===== src/rtl/demux_pkg.sv =====
`default_nettype none
// +------------------------------------------------------------------+
// | demux_pkg : shared types and helpers for demux_1xn_stream         |
// | Rev 1.0                                                          |
// +------------------------------------------------------------------+
package demux_pkg;

   localparam logic SLOT_EMPTY = 1'b0;
   localparam logic SLOT_FULL  = 1'b1;

   function automatic int sel_width(input int n);
      return (n > 2) ? $clog2(n) : 1;
   endfunction

   // All-ones value for a counter of width w; meaningful for w in 1..32.
   function automatic logic [31:0] sat_max(input int w);
      return (w >= 32) ? 32'hFFFF_FFFF : ((32'd1 << w) - 32'd1);
   endfunction

endpackage
`default_nettype wire


===== src/rtl/demux_slot.sv =====
`default_nettype none
// +------------------------------------------------------------------+
// | demux_slot : one-entry holding register for one output channel    |
// | Rev 1.0                                                          |
// +------------------------------------------------------------------+
module demux_slot
   import demux_pkg::*;
#(
   parameter int DATA_W = 8
) (
   input  logic              clk,
   input  logic              rst,
   input  logic              load,
   input  logic [DATA_W-1:0] load_data,
   input  logic              out_ready,
   output logic              out_valid,
   output logic [DATA_W-1:0] out_data
);

   logic              r_state;
   logic [DATA_W-1:0] r_data;

   // Load wins over drain so a same-edge drain+load keeps the slot full.
   always_ff @(posedge clk) begin
      if (rst) begin
         r_state <= SLOT_EMPTY;
         r_data  <= '0;
      end else if (load) begin
         r_state <= SLOT_FULL;
         r_data  <= load_data;
      end else if (out_ready) begin
         r_state <= SLOT_EMPTY;
      end
   end

   assign out_valid = (r_state == SLOT_FULL);
   assign out_data  = r_data;

endmodule
`default_nettype wire


===== src/rtl/demux_1xn_stream.sv =====
`default_nettype none
// +------------------------------------------------------------------+
// | demux_1xn_stream : registered 1-to-N valid/ready demultiplexer    |
// | Rev 1.0                                                          |
// +------------------------------------------------------------------+
module demux_1xn_stream
   import demux_pkg::*;
#(
   parameter  int DATA_W  = 8,
   parameter  int NUM_OUT = 4,
   parameter  int CNT_W   = 8,
   localparam int SEL_W   = sel_width(NUM_OUT)
) (
   input  logic                      clk,
   input  logic                      rst,
   input  logic                      in_valid,
   input  logic [DATA_W-1:0]         in_data,
   input  logic [SEL_W-1:0]          in_sel,
   output logic                      in_ready,
   output logic [NUM_OUT-1:0]        out_valid,
   output logic [NUM_OUT*DATA_W-1:0] out_data,
   input  logic [NUM_OUT-1:0]        out_ready,
   output logic                      sel_err,
   output logic [CNT_W-1:0]          drop_cnt
);

   localparam logic [CNT_W-1:0] c_cnt_max = CNT_W'(sat_max(CNT_W));

   logic               w_sel_legal;
   logic               w_slot_ready;
   logic               w_in_ready;
   logic               w_accept;
   logic [NUM_OUT-1:0] w_load;
   logic               r_sel_err;
   logic [CNT_W-1:0]   r_drop_cnt;

   always_comb begin
      w_sel_legal  = (int'(in_sel) < NUM_OUT);
      w_slot_ready = 1'b0;
      w_load       = '0;
      for (int i = 0; i < NUM_OUT; i++) begin
         if (int'(in_sel) == i) begin
            w_slot_ready = !out_valid[i] || out_ready[i];
         end
      end
      // Illegal selects are always taken so they can be dropped and counted.
      w_in_ready = !rst && (!w_sel_legal || w_slot_ready);
      w_accept   = in_valid && w_in_ready;
      for (int i = 0; i < NUM_OUT; i++) begin
         w_load[i] = w_accept && (int'(in_sel) == i);
      end
   end

   generate
      for (genvar g = 0; g < NUM_OUT; g++) begin : g_slot
         demux_slot #(
            .DATA_W(DATA_W)
         ) u_slot (
            .clk      (clk),
            .rst      (rst),
            .load     (w_load[g]),
            .load_data(in_data),
            .out_ready(out_ready[g]),
            .out_valid(out_valid[g]),
            .out_data (out_data[g*DATA_W +: DATA_W])
         );
      end
   endgenerate

   always_ff @(posedge clk) begin
      if (rst) begin
         r_sel_err  <= 1'b0;
         r_drop_cnt <= '0;
      end else begin
         r_sel_err <= w_accept && !w_sel_legal;
         if (w_accept && !w_sel_legal && (r_drop_cnt != c_cnt_max)) begin
            r_drop_cnt <= r_drop_cnt + CNT_W'(1);
         end
      end
   end

   assign in_ready = w_in_ready;
   assign sel_err  = r_sel_err;
   assign drop_cnt = r_drop_cnt;

endmodule
`default_nettype wire


===== config.mk =====
export PLATFORM = sky130hd
export DESIGN_NAME = demux_1xn_stream
export DESIGN_NICKNAME = d
export VERILOG_FILES = /design/src/rtl/demux_pkg.sv /design/src/rtl/demux_slot.sv /design/src/rtl/demux_1xn_stream.sv
export SDC_FILE = /design/constraint.sdc
export NUM_CORES = 1
export LEC_CHECK = 0
export ABC_AREA = 1
export CORE_ASPECT_RATIO = 1.5
export CORE_MARGIN = 3
export CORE_UTILIZATION = 50
export DETAILED_ROUTE_END_ITERATION = 10
export DONT_BUFFER_PORTS = 1
export GPL_ROUTABILITY_DRIVEN = 0
export SKIP_LAST_GASP = 1
export SLEW_MARGIN = 30
export SYNTH_ARGS = -nofsm -noshare
export SYNTH_HDL_FRONTEND = slang
export SYNTH_SLANG_ARGS = --single-unit

===== constraint.sdc =====
create_clock -name clk -period 3.35 [get_ports clk]
set_input_delay 0.335 -clock clk [delete_from_list [all_inputs] [get_ports clk]]
set_output_delay 0.335 -clock clk [all_outputs]
set_load 0.01 [all_outputs]

==> summary.txt <==
Status: completed
Antenna cells: 0
Total number of vias: 1469
Flops & latches, synth: 36
Clock transition at path regs: 0.07 ns
Pins Over Slew Limit: 0
P&R area growth vs syn: 1.904%
Multi-input logic area: 788.3 µm²
Net Switching: 0.2283 mW
Netlist cell types: 20
CTS tree: yes
Count leader, synth: inv_1
Worst path cell trace: inv_2 -> nor2_1 -> nand2_1 -> nand3_2 -> nor2_4
Fin. Hold Viols: 0
Post-synthesis cell count: 273
Crit. End Element: output port
Synth cell count leaders: inv_1 (62), nand2_1 (52), nor2_1 (44)
Post-synth EDFFs: 0
WP data arrival: 1.39 ns
Max FO, Critical Path: 25
Post_cts resized: 0
Overflow after GRT: 0
Clock Skews: 0.006291 ns
Die H: 81.61 µm
First-pass GRT wire length: 6375 µm
Syn Area/Cell: 6.980 µm²
Sequential Area: 720.7 µm²
Critical path type: register to output port
First-iteration detailed-routing DRC count: 61
Top-area cell type share of the netlist area: 37.82%
Static Leak: 0.9354 nW
Pin count of the biggest net entering global routing: 29
Rows: 26
Primary FF master, synth: dfxtp_1
Period utilisation layout: 51.55%
Die width: 56.41 µm
Cell area after synthesis: 0.001906 mm²
Clock Tree Buf Depth: 2
Layout net count: 283
Die area: 0.004603 mm²
Hold WC Path Type: primary input to register
Post-route ant nets: 0
Placed Instances: 301
Minimum clock period: 1.727 ns
Fmax: 579.0 MHz
Data required, critical path: 3.01 ns
Area contributors post-synth: dfxtp_1 (38%), inv_1 (12%), nand2_1 (10%)
TritonCTS buffer count: 5
Io pins: 63
Vias per cell: 4.754
H-tree Lvls: 2
Number of global-route vias before repair: 1392
Seq/Total Area, Yosys: 37.82%
Worst VDD drop: 341.0 µV
Critical path's largest stage delay: 0.43 ns
Cts hold-fix bufs: 0
Postcts setup bufs: 0
Worst-Skew Late Latency: 0.29 ns
Post-Route Utilization: 54.76%
Int Power: 0.6874 mW
Comb power frac: 9.1%
Sw frac: 24.93%
Setup violations, final: 0
Critical-path cell with the highest stage delay: nor2_4
Initial core utilization: 53.74%
Port Buf Inserts: 0
Clock power share: 41.1%
Sink Count: 36
Clk root buf: clkbuf_8
Cell area after layout: 0.001942 mm²
Final TNS setup: 0 ns
Worst-Margin Slew: 0.5352 ns
Yosys warnings: 0
Startpoint Class: register
PwrDens: 471.6 mW/mm²
TritonRoute pass-1 iters: 4
Fill cell count: 384
Drt wl/cell: 12.40 µm
Sequential Power Share: 49.8%
Share of layout cells above drive strength 1: 10.11%
DP Area: 0.001831 mm²
Total core area: 0.003546 mm²
Total global-route track usage: 17.97%
Async set-reset flop share out of synthesis: 0%
Antenna violations before repair: 0
Area leader, netlist: dfxtp_1
DRC viols: 0
DP HPWL: 2843 µm
Final instance count without filler cells: 309
RSZ-0062 raised after global routing: no
Max-Cap Viols: 0
Slew headroom: 64.24%
Routed WL: 3832 µm
[power groups by stage]
stage / clock, mW / sequential (mW) / combinational (mW)
after floorplan: 0 / 0.463 / 0.0908
after global placement: 0 / 0.467 / 0.0833
after detailed placement: 0 / 0.467 / 0.0835
after CTS: 0.387 / 0.457 / 0.0839
after global routing: 0.403 / 0.458 / 0.0973
final: 0.376 / 0.456 / 0.0831
[cells by family after synthesis]
kind of cell / Yosys count / share of synthesized area (%)
buffers and inverters: 90 / 22.39
DFF: 36 / 37.82
AOI/OAI and AO/OA: 13 / 3.414
and+or+nand+nor: 133 / 36.18
other: 1 / 0.1968
[path summary, 6_finish.rpt]
check	startpoint	slack [ns]	endpoint	depth (start not counted)
max	g_slot[3].u_slot.out_valid	1.62	in_ready	5
max reg2reg	g_slot[3].u_slot.out_valid	1.83	g_slot[2].u_slot.out_data[1]	8
min	rst	0.10	g_slot[3].u_slot.out_valid	1
min reg2reg	g_slot[1].u_slot.out_data[2]	0.55	g_slot[1].u_slot.out_data[2]	4
[stage by stage]
stage | total power [mW] | hold WS, ns | setup slack (ns)
after floorplan | 0.5542 | 0.4041 | 2.079
after global placement | 0.5500 | 0.4077 | 1.631
after detailed placement | 0.5503 | 0.4091 | 1.603
after CTS | 0.9278 | 0.09604 | 1.607
after global routing | 0.9576 | 0.09280 | 1.500
final | 0.9158 | 0.1042 | 1.623
[cell usage in the layout, fill, tap and decap left out]
master,Yosys,routed
clkinv_2,0,1
nand2_1,52,52
nor2_4,4,4
dfxtp_1,36,36
clkinvlp_4,0,1
inv_1,62,62
nor2_8,1,1
bufinv_16,0,1
clkbuf_8,0,5
nand2_2,3,3
inv_2,5,5
a21oi_1,12,12
conb_1,1,9
nor2_1,44,44
nand4_1,24,24
nand3_2,1,1
nand4_4,4,4
bufinv_8,1,1
o21ai_1,1,1
[critical path, delay by kind of cell (launching register included)]
family | cells | cell delay, ns
buf+inv | 1 | 0.05
simple gates | 4 | 0.70
flops | 1 | 0.35
[routing by layer]
layer / share of wire (%) / wire, µm / track usage [%]
met1: 42 / 1591 / 20.72
met2: 48 / 1858 / 29.51
met3: 7.7 / 296 / 6.918
met4: 2.2 / 86 / 8.076
met5: 0 / 0 / 0
[layout make-up]
cell class | count | share of cell area, %
Multi-Input combinational cell | 155 | 40.59
Sequential cell | 36 | 37.11
Inverter | 68 | 13.85
Clock buffer | 5 | 3.544
Tap cell | 42 | 2.706
Clock inverter | 3 | 2.191
[registers in the layout (all words and copies together) (netlist names)]
register                 flops
g_slot.u_slot.out_data      32
g_slot.u_slot.out_valid      4
Power figures use the tool's default switching activity.
